==> src/rtl/trap_seq_pkg.sv <==
// Shared CSR/trap definitions: FSM states, event kinds, cause codes,
// mip bit positions and mtvec mode encodings.
package trap_seq_pkg;

  // Trap sequencer states
  typedef enum logic [1:0] {
    ST_IDLE  = 2'd0,
    ST_ENTRY = 2'd1,
    ST_RET   = 2'd2,
    ST_REDIR = 2'd3
  } trap_state_e;

  // Event chosen at an instruction boundary
  typedef enum logic [1:0] {
    EV_NONE = 2'd0,
    EV_EXC  = 2'd1,
    EV_IRQ  = 2'd2,
    EV_MRET = 2'd3
  } trap_event_e;

  // Width of an interrupt cause code (largest code is 11)
  localparam int CODE_W = 5;

  // Machine-level interrupt cause codes
  localparam logic [CODE_W-1:0] CAUSE_MSI = 5'd3;
  localparam logic [CODE_W-1:0] CAUSE_MTI = 5'd7;
  localparam logic [CODE_W-1:0] CAUSE_MEI = 5'd11;

  // Bit positions inside mip / mie_en: {MEI, MTI, MSI}
  localparam int MIP_MSI_BIT = 0;
  localparam int MIP_MTI_BIT = 1;
  localparam int MIP_MEI_BIT = 2;

  // mtvec[1:0] mode encodings
  localparam logic [1:0] MTVEC_DIRECT   = 2'd0;
  localparam logic [1:0] MTVEC_VECTORED = 2'd1;

  // The interrupt flag of mcause sits in the top bit of the register
  function automatic int irq_flag_pos(input int xlen);
    return xlen - 1;
  endfunction

endpackage : trap_seq_pkg

==> src/rtl/trap_seq_irq_prio.sv <==
// Fixed-priority encoder for machine interrupts: MEI > MSI > MTI.
module irq_prio
  import trap_seq_pkg::*;
(
  input  logic [2:0]        pend_en,
  output logic              valid,
  output logic [CODE_W-1:0] code
);

  // Pick the highest-priority pending-and-enabled interrupt
  always_comb begin
    valid = |pend_en;
    code  = '0;
    if (pend_en[MIP_MEI_BIT]) begin
      code = CAUSE_MEI;
    end else if (pend_en[MIP_MSI_BIT]) begin
      code = CAUSE_MSI;
    end else if (pend_en[MIP_MTI_BIT]) begin
      code = CAUSE_MTI;
    end
  end

endmodule : irq_prio

==> src/rtl/trap_seq.sv <==
// Machine-mode trap sequencer: at an instruction boundary it selects an
// exception, interrupt or mret, performs the CSR update cycle and then
// requests a PC redirect, holding the core stalled until it is accepted.
module trap_seq
  import trap_seq_pkg::*;
#(
  parameter int XLEN = 32
) (
  input  logic            clk,
  input  logic            rst,
  input  logic            inst_end,
  input  logic            exception,
  input  logic [XLEN-1:0] exc_cause,
  input  logic [XLEN-1:0] exc_pc,
  input  logic [XLEN-1:0] exc_tval,
  input  logic            mret,
  input  logic [XLEN-1:0] next_pc,
  input  logic            irq_ext,
  input  logic            irq_sw,
  input  logic            irq_timer,
  input  logic [2:0]      mie_en,
  input  logic            mstatus_mie,
  input  logic            mstatus_mpie,
  input  logic [XLEN-1:0] mtvec,
  input  logic [XLEN-1:0] mepc,
  output logic            stall,
  output logic            mepc_we,
  output logic            mcause_we,
  output logic            mtval_we,
  output logic            mstatus_we,
  output logic [XLEN-1:0] mepc_d,
  output logic [XLEN-1:0] mcause_d,
  output logic [XLEN-1:0] mtval_d,
  output logic            mie_d,
  output logic            mpie_d,
  output logic            redirect_valid,
  output logic [XLEN-1:0] redirect_pc,
  input  logic            redirect_ready,
  output logic [2:0]      mip
);

  localparam int IRQ_POS = irq_flag_pos(XLEN);

  trap_state_e     state_q, state_d;
  logic [XLEN-1:0] cause_q, cause_d;
  logic [XLEN-1:0] epc_q, epc_d;
  logic [XLEN-1:0] tval_q, tval_d;
  logic [XLEN-1:0] target_q, target_d;
  logic [2:0]      mip_q, mip_d;

  logic              irq_valid;
  logic [CODE_W-1:0] irq_code;
  logic [2:0]        irq_pend_en;
  logic              irq_take;
  trap_event_e       event_sel;
  logic [XLEN-1:0]   vec_base;
  logic [XLEN-1:0]   vec_target;
  logic [XLEN-1:0]   irq_cause;
  logic [XLEN-1:0]   exc_cause_clean;

  // Interrupts are judged on the registered pending lines only
  assign irq_pend_en = mip_q & mie_en;
  assign mip         = mip_q;

  irq_prio u_irq_prio (
    .pend_en (irq_pend_en),
    .valid   (irq_valid),
    .code    (irq_code)
  );

  // Event selection and trap vector / cause formation
  always_comb begin
    irq_take = mstatus_mie & irq_valid;

    event_sel = EV_NONE;
    if ((state_q == ST_IDLE) && inst_end) begin
      if (exception) begin
        event_sel = EV_EXC;
      end else if (irq_take) begin
        event_sel = EV_IRQ;
      end else if (mret) begin
        event_sel = EV_MRET;
      end
    end

    // Vector offset is 4*code; the add wraps modulo 2^XLEN by width
    vec_base   = {mtvec[XLEN-1:2], 2'b00};
    vec_target = vec_base + {{(XLEN-CODE_W-2){1'b0}}, irq_code, 2'b00};

    irq_cause                 = '0;
    irq_cause[CODE_W-1:0]     = irq_code;
    irq_cause[IRQ_POS]        = 1'b1;

    // Exceptions never carry the interrupt flag, whatever the core sends
    exc_cause_clean           = exc_cause;
    exc_cause_clean[IRQ_POS]  = 1'b0;
  end

  // Next-state, latched trap data and all outputs
  always_comb begin
    state_d        = state_q;
    cause_d        = cause_q;
    epc_d          = epc_q;
    tval_d         = tval_q;
    target_d       = target_q;
    mip_d          = {irq_ext, irq_timer, irq_sw};

    stall          = 1'b0;
    mepc_we        = 1'b0;
    mcause_we      = 1'b0;
    mtval_we       = 1'b0;
    mstatus_we     = 1'b0;
    mepc_d         = '0;
    mcause_d       = '0;
    mtval_d        = '0;
    mie_d          = 1'b0;
    mpie_d         = 1'b0;
    redirect_valid = 1'b0;
    redirect_pc    = '0;

    case (state_q)
      ST_IDLE: begin
        case (event_sel)
          EV_EXC: begin
            stall    = 1'b1;
            cause_d  = exc_cause_clean;
            epc_d    = exc_pc;
            tval_d   = exc_tval;
            target_d = vec_base;
            state_d  = ST_ENTRY;
          end
          EV_IRQ: begin
            stall    = 1'b1;
            cause_d  = irq_cause;
            epc_d    = next_pc;
            tval_d   = '0;
            target_d = (mtvec[1:0] == MTVEC_VECTORED) ? vec_target : vec_base;
            state_d  = ST_ENTRY;
          end
          EV_MRET: begin
            stall    = 1'b1;
            target_d = mepc;
            state_d  = ST_RET;
          end
          default: begin
            state_d = ST_IDLE;
          end
        endcase
      end

      ST_ENTRY: begin
        stall      = 1'b1;
        mepc_we    = 1'b1;
        mcause_we  = 1'b1;
        mtval_we   = 1'b1;
        mstatus_we = 1'b1;
        mepc_d     = epc_q;
        mcause_d   = cause_q;
        mtval_d    = tval_q;
        mie_d      = 1'b0;
        mpie_d     = mstatus_mie;
        state_d    = ST_REDIR;
      end

      ST_RET: begin
        stall      = 1'b1;
        mstatus_we = 1'b1;
        mie_d      = mstatus_mpie;
        mpie_d     = 1'b1;
        state_d    = ST_REDIR;
      end

      ST_REDIR: begin
        stall          = 1'b1;
        redirect_valid = 1'b1;
        redirect_pc    = target_q;
        if (redirect_ready) begin
          state_d = ST_IDLE;
        end
      end

      default: begin
        state_d = ST_IDLE;
      end
    endcase
  end

  // State and latched-data registers with synchronous reset
  always_ff @(posedge clk) begin
    if (rst) begin
      state_q  <= ST_IDLE;
      cause_q  <= '0;
      epc_q    <= '0;
      tval_q   <= '0;
      target_q <= '0;
      mip_q    <= '0;
    end else begin
      state_q  <= state_d;
      cause_q  <= cause_d;
      epc_q    <= epc_d;
      tval_q   <= tval_d;
      target_q <= target_d;
      mip_q    <= mip_d;
    end
  end

endmodule : trap_seq

==> config.mk <==
export PLATFORM = sky130hd
export DESIGN_NAME = trap_seq
export DESIGN_NICKNAME = d
export VERILOG_FILES = /design/src/rtl/trap_seq_pkg.sv /design/src/rtl/trap_seq_irq_prio.sv /design/src/rtl/trap_seq.sv
export SDC_FILE = /design/constraint.sdc
export NUM_CORES = 1
export LEC_CHECK = 0
export CAP_MARGIN = 10
export CORE_MARGIN = 4
export CORE_UTILIZATION = 25
export DETAILED_ROUTE_END_ITERATION = 6
export GPL_ROUTABILITY_DRIVEN = 0
export PLACE_DENSITY = 0.53
export RECOVER_POWER = 25
export SLEW_MARGIN = 15
export SYNTH_ARGS = -nofsm -noshare
export SYNTH_HDL_FRONTEND = slang
export SYNTH_SLANG_ARGS = --single-unit
==> constraint.sdc <==
create_clock -name clk -period 3.35 [get_ports clk]
set_input_delay 0.67 -clock clk [delete_from_list [all_inputs] [get_ports clk]]
set_output_delay 0.67 -clock clk [all_outputs]
set_load 0.01 [all_outputs]
# Word-level counts from Yosys, hierarchy flattened
# Cells that the tools add are included.
[totals]
output_inout_bits = 139
register_bits = 133
in_bits = 206
[op_classes]
addsub = 1
n_reduce_logical = 11
muxes = 26
n_eq_ne = 8
n_bitwise = 2
[ops]
columns = ["op", "count"]
rows = [
  ["$pmux 32 s2", 3],
  ["$mux 32", 5],
  ["$pmux 32 s3", 1],
  ["$add 32x7->32", 1],
  ["$mux 2", 5],
  ["$mux 5", 2],
  ["$reduce_or 3->1", 3],
  ["$eq 2x2->1 const B", 4],
  ["$eq 2x1->1 const B", 3],
  ["$pmux 2 s3", 1],
  ["$mux 1", 5],
  ["$pmux 1 s2", 2],
  ["$pmux 2 s2", 1],
  ["$reduce_and 2->1", 2],
  ["$reduce_or 2->1", 2],
  ["$and 3x3->3", 1],
  ["$mux 3", 1],
  ["$reduce_bool 3->1", 1],
  ["$logic_not 2->1", 1],
  ["$ne 2x2->1 const B", 1],
  ["$reduce_bool 2->1", 1],
  ["$and 1x1->1", 1],
  ["$logic_and 1x1->1", 1],
]

# Longest topological paths before layout
[depth]
depth_word = 10
mapped_depth = 13

# By module
# Synthesis repeated with hierarchy kept, for this count alone.
[hier_totals]
cells_unflattened = 921
area_unflattened_um2 = 7334.5
[by_module_without_submodules]
columns = ["module", "cells_each", "seq_area_each_um2", "n_inst", "area_per_inst_um2"]
rows = [
  ["trap_seq", 914, 2662.6, 1, 7287.0],
  ["irq_prio", 7, 0.0, 1, 47.5],
]

# Worst setup path before layout
# OpenSTA, ideal clock, no wires.
[synth_timing]
kind = "input to register"
start = "input mie_en[2]"
end = "register target_q[30]"
arrival_time_ns = 2.886
setup_slack_ns = 0.373
stages = 10
cell_sequence = "nand2_1 nand3_1 ha_1 inv_1 fa_1 and2b_1 o211ai_1 a2111oi_0 mux2_2 a311oi_1"
[synth_between]
elab_chain_len = 9
word_cells_on_any_way = 15
classes_between = "add/sub: 1; eq/ne: 3; mux: 6; bitwise: 2; reduce/logical: 3"
[synth_rtl]
columns = ["element", "line", "rtl"]
rows = [
  ["start, declared", "trap_seq.sv:21", "input logic [2:0] mie_en,"],
  ["$and 3x3->3 *", "trap_seq.sv:62", "assign irq_pend_en = mip_q & mie_en;"],
  ["branches (longest 8 deep; another with $add 32x7->32)", "n/a", ""],
  ["end signal, assigned", "trap_seq.sv:202", "target_q <= target_d;"],
  ["end, declared", "trap_seq.sv:48", "logic [XLEN-1:0] target_q, target_d;"],
]
# Mark *: on every way between the ends.
# A chain may end at the register's enable or synchronous reset.

# Worst setup path in the final report
[layout_timing]
start = "input mie_en[1]"
end = "register target_q[30]"
[layout_between]
elab_chain_len = 9
word_cells_on_any_way = 17
classes_between = "add/sub: 1; eq/ne: 3; mux: 8; bitwise: 2; reduce/logical: 3"
[layout_rtl]
columns = ["element", "line"]
rows = [
  ["$and 3x3->3 *", "trap_seq.sv:62"],
  ["branches (longest 8 deep; another with $add 32x7->32)", "n/a"],
]
# Marked as above.

==> out/qor.tcl <==
set qor(syn-num-nets) 1202
set qor(setup_repair_after_global_routing_missed_its_margin) {yes}
set qor(synth_top_cells_by_area) {dfxtp_1, and2_1, nand2_1}
set qor(cts.sink_count) 133
set qor(track_usage_pct) 17.4
set qor(cellLeakagePower_nw) 4.55
set qor(worst_setup_path_start_kind) {input port}
set qor(synth-edff-count) 0
set qor(synth.largest_area_cell) {dfxtp_1}
set qor(floorplan.die.width_um) 183
set qor(setup-violations-final) 0
set qor(yosys.area_share.simple_pct) 30.1
set qor(synth_compound_area_share_pct) 20.0
set qor(worst-path-buf-inv) 2
set qor(clock_path_buffers) 2
set qor(syn2layout_area_growth_pct) 63.7
set qor(synthesis.yosys.warnings) 0
set qor(worst_ep_required_time_ps) 3660
set qor(area_occupied_by_multi_input_gates_sq_mm) 0.00462
set qor(synth.yosys.seq_area_share_pct) 34.7
set qor(worst_setup_hold_path_clk_slew_ps) 60
set qor(drtAntennaViolNets) 0
set qor(synth_area_per_cell_sq_um) 7.79
set qor(floorplan.initialDensity_pct) 25.6
set qor(largest_family_of_logic_cells_by_synthesized_area) {simple AND/OR/NAND/NOR gates}
set qor(r2r-start) {mip[1]}
set qor(max_freq_mhz) 309
set qor(ys_ff_latch) 133
set qor(synthFlopType) {dfxtp_1}
set qor(worstMarginPinSlew_ps) 540
set qor(post_route_cells_drive_above_1_share_pct) 9.33
set qor(largest_net_degree_at_the_start_of_global_routing) 66
set qor(fillCellCount) 3086
set qor(worstPathCellList) {clkdlybuf4s50_1 > nand2_1 > nand3_2 > ha_1 > inv_1 > fa_1 > and2b_1 > o311ai_4 > a2111oi_1 > mux2_2 > a311oi_1}
set qor(detailedRoute.firstPassIterationCount) 5
set qor(run_status) {finished, final reports clean}
set qor(min-delay-path-class) {reg2reg}
set qor(async_flop_share_pct) 0
set qor(timing_hold_violations_final) 0
set qor(dp_hpwl_um) 22800
set qor(die_area_sq_mm) 0.0335
set qor(std_cell_rows) 63
set qor(critical_path.endpoint) {target_q[30]}
set qor(critPathArrivalTime_ps) 3550
set qor(netlist.area_leader.share_pct) 34.7
set qor(place_worst_setup_slack_ps) -423
set qor(worst_r2r_dst) {target_q[30]}
set qor(grt_first_pass_wirelength_um) 46500
set qor(synth.top_cells.by_count) {and2_1, dfxtp_1, nand2_1}
set qor(reg2reg_slack_ps) 470
set qor(power.density_cell_area_mw_per_mm2) 543
set qor(grt_pass1_vias) 8025
set qor(core_area_sq_mm) 0.0300
set qor(netlist_area_sq_mm) 0.00766
set qor(numPortBuffers) 343
set qor(count_of_cell_instances_traversed_by_the_critical_path) 11
set qor(synth-adder-area-share_pct) 2.22
set qor(crit_family) {compound AO/OA/AOI/OAI gates}
set qor(routed-via-count) 8179
set qor(netlist-cell-type-count) 58
set qor(floorplan.io_pins) 345
set qor(post-cts-setup-buffer-count) 0
set qor(layout.area.seq_sq_mm) 0.00266
set qor(fin_ws_ps) 111
set qor(category_of_the_worst_setup_path_capture_point) {register}
set qor(critical-path-slowest-cell) {a2111oi_1}
set qor(drc) 0
set qor(grt.overflow.total) 0
set qor(final_max_slew_viol_count) 0
set qor(timing.critical_path.from) {mie_en[1]}
set qor(via_per_inst) 4.72
set qor(synth-xor-area-share_pct) 1.94
set qor(period_needed_ps) 3240
set qor(final_min_period_over_clock_period_pct) 96.7
set qor(crit_type) {in2reg}
set qor(worst_hold_slack_ps) 446
set qor(antenna_found_initial) 3
set qor(cts_buffers) 17
set qor(finalClockSkew_ps) 13.7
set qor(die_y_um) 183
set qor(clock-root-buffer) {clkbuf_16}
set qor(wl_per_cell_um) 17.7
set qor(count_of_maximum_capacitance_violations) 0
set qor(critical-path-max-stage-delay_ps) 540
set qor(dpl_cell_area_sq_mm) 0.0119
set qor(yosysMostFrequentCell) {and2_1}
set qor(peakVddDrop_mv) 0.291
set qor(worstRegToRegCells) 10
set qor(wirelength_um) 30600
set qor(fraction_of_synthesized_area_in_multiplexers_pct) 5.40
set qor(detailedRoute.firstIterationViolations) 422
set qor(synthesis.instances) 983
set qor(clock_insertion_delay_worst_skew_ps) 410
set qor(nets) 1546
set qor(design_area_sq_mm) 0.0125
set qor(worstPathMaxFanout) 4
set qor(htree_levels) 4
set qor(maxSlewHeadroom_pct) 63.9
set qor(tritoncts_clock_tree) {yes}
==> cell type report <==
cell class | instances | share of cell area (%)
clock inverter | 14 | 1.26
antenna | 2 | 0.0399
multi-input combinational | 743 | 36.8
sequential | 133 | 21.2
clock buffer | 18 | 3.50
tap | 390 | 3.89
timing repair buffer | 412 | 32.7
inverter | 20 | 0.599
==> cells by family after synthesis <==
kind of cell    Yosys count
xor+xnor                 17
mux                      41
simple gates            453
compound gates          219
flops                   133
buf+inv                 107
fa+ha+maj                13
==> flip-flops by register name (all words and copies together) (netlist names) <==
| name | cells |
|---|---|
| cause_q | 32 |
| epc_q | 32 |
| mip | 3 |
| state_q | 2 |
| target_q | 32 |
| tval_q | 32 |
==> metal layers <==
| metal | vias to the layer above | GRT usage (%) | routed length [um] |
|---|---|---|---|
| li1 | 4112 | - | - |
| met2 | 260 | 29.0 | 14400 |
| met3 | 28 | 4.58 | 2090 |
| met1 | 3777 | 22.6 | 13600 |
| met5 | - | 0 | 12 |
| met4 | 2 | 4.47 | 497 |
==> where the power goes <==
| part | leakage, nW | internal [mW] | switching (mW) |
|---|---|---|---|
| clock | 0.285 | 1.08 | 0.847 |
| sequential | 1.09 | 1.99 | 0.190 |
| combinational | 3.17 | 1.30 | 1.41 |
==> how the worst min path moves through the flow <==
stage	from	to	cells past startpoint	slack, ps
2_1_floorplan	target_q[0]	target_q[0]	2	430
3_3_place_gp	cause_q[24]	cause_q[24]	2	430
3_5_place_dp	cause_q[24]	cause_q[24]	2	440
4_1_cts	cause_q[29]	cause_q[29]	2	450
5_1_grt	tval_q[25]	tval_q[25]	2	460
6_report	cause_q[21]	cause_q[21]	2	450
==> layout by cell type, fill, tap and decap left out, types with 4 or more instances in the layout <==
cell             netlist  layout
o211ai_1               5       5
a21oi_1               89      89
o32ai_1                4       4
a211oi_1              46      46
inv_8                  0       4
clkdlybuf4s50_1        0     341
and2_1               136     136
nand2b_1               7       6
mux2i_1               38      38
a31oi_1               13      13
dfxtp_1              133     133
buf_4                  3      58
nor3_1                 4       4
o21ai_0                8       8
nand3_1               75      74
a211o_1                6       6
and3_1                 5       5
nor2_1                71      71
nor3b_1                7       7
ha_1                  12       9
and4_1                 6       6
nand4_1                5       5
nor2b_1                8       6
inv_6                  0       5
clkbuf_16              0      17
a2111oi_2              4       4
xnor2_1               16      16
inv_1                 20      19
buf_12                 0      12
nand2_1              121     121
o311a_1                4       4
a21o_1                 5       5
a2111oi_0              5       4
==> through the flow <==
step | utilization, % | setup TNS [ps] | cells | power [mW]
floorplan | - | 0 | 983 | 3.66
global placement | 39.8 | -1740 | 1698 | 4.93
detailed placement | 39.8 | -2660 | 1698 | 4.96
CTS | 41.8 | 0 | 1730 | 6.92
global route | 41.9 | -3.97 | 1732 | 7.29
finish | 41.9 | 0 | 1732 | 6.82
==> what timing repair did <==
item	CTS	global route
gates resized for setup	2	1
endpoints found under the setup margin	2	5
hold buffers	0	0
endpoints found under the hold margin	0	0
==> worst min-delay path: stages, from the launching register on <==
cell     delay [ps]
dfxtp_1         300
nand2_1          50
a21oi_1          50
Power figures use the tool's default switching activity.
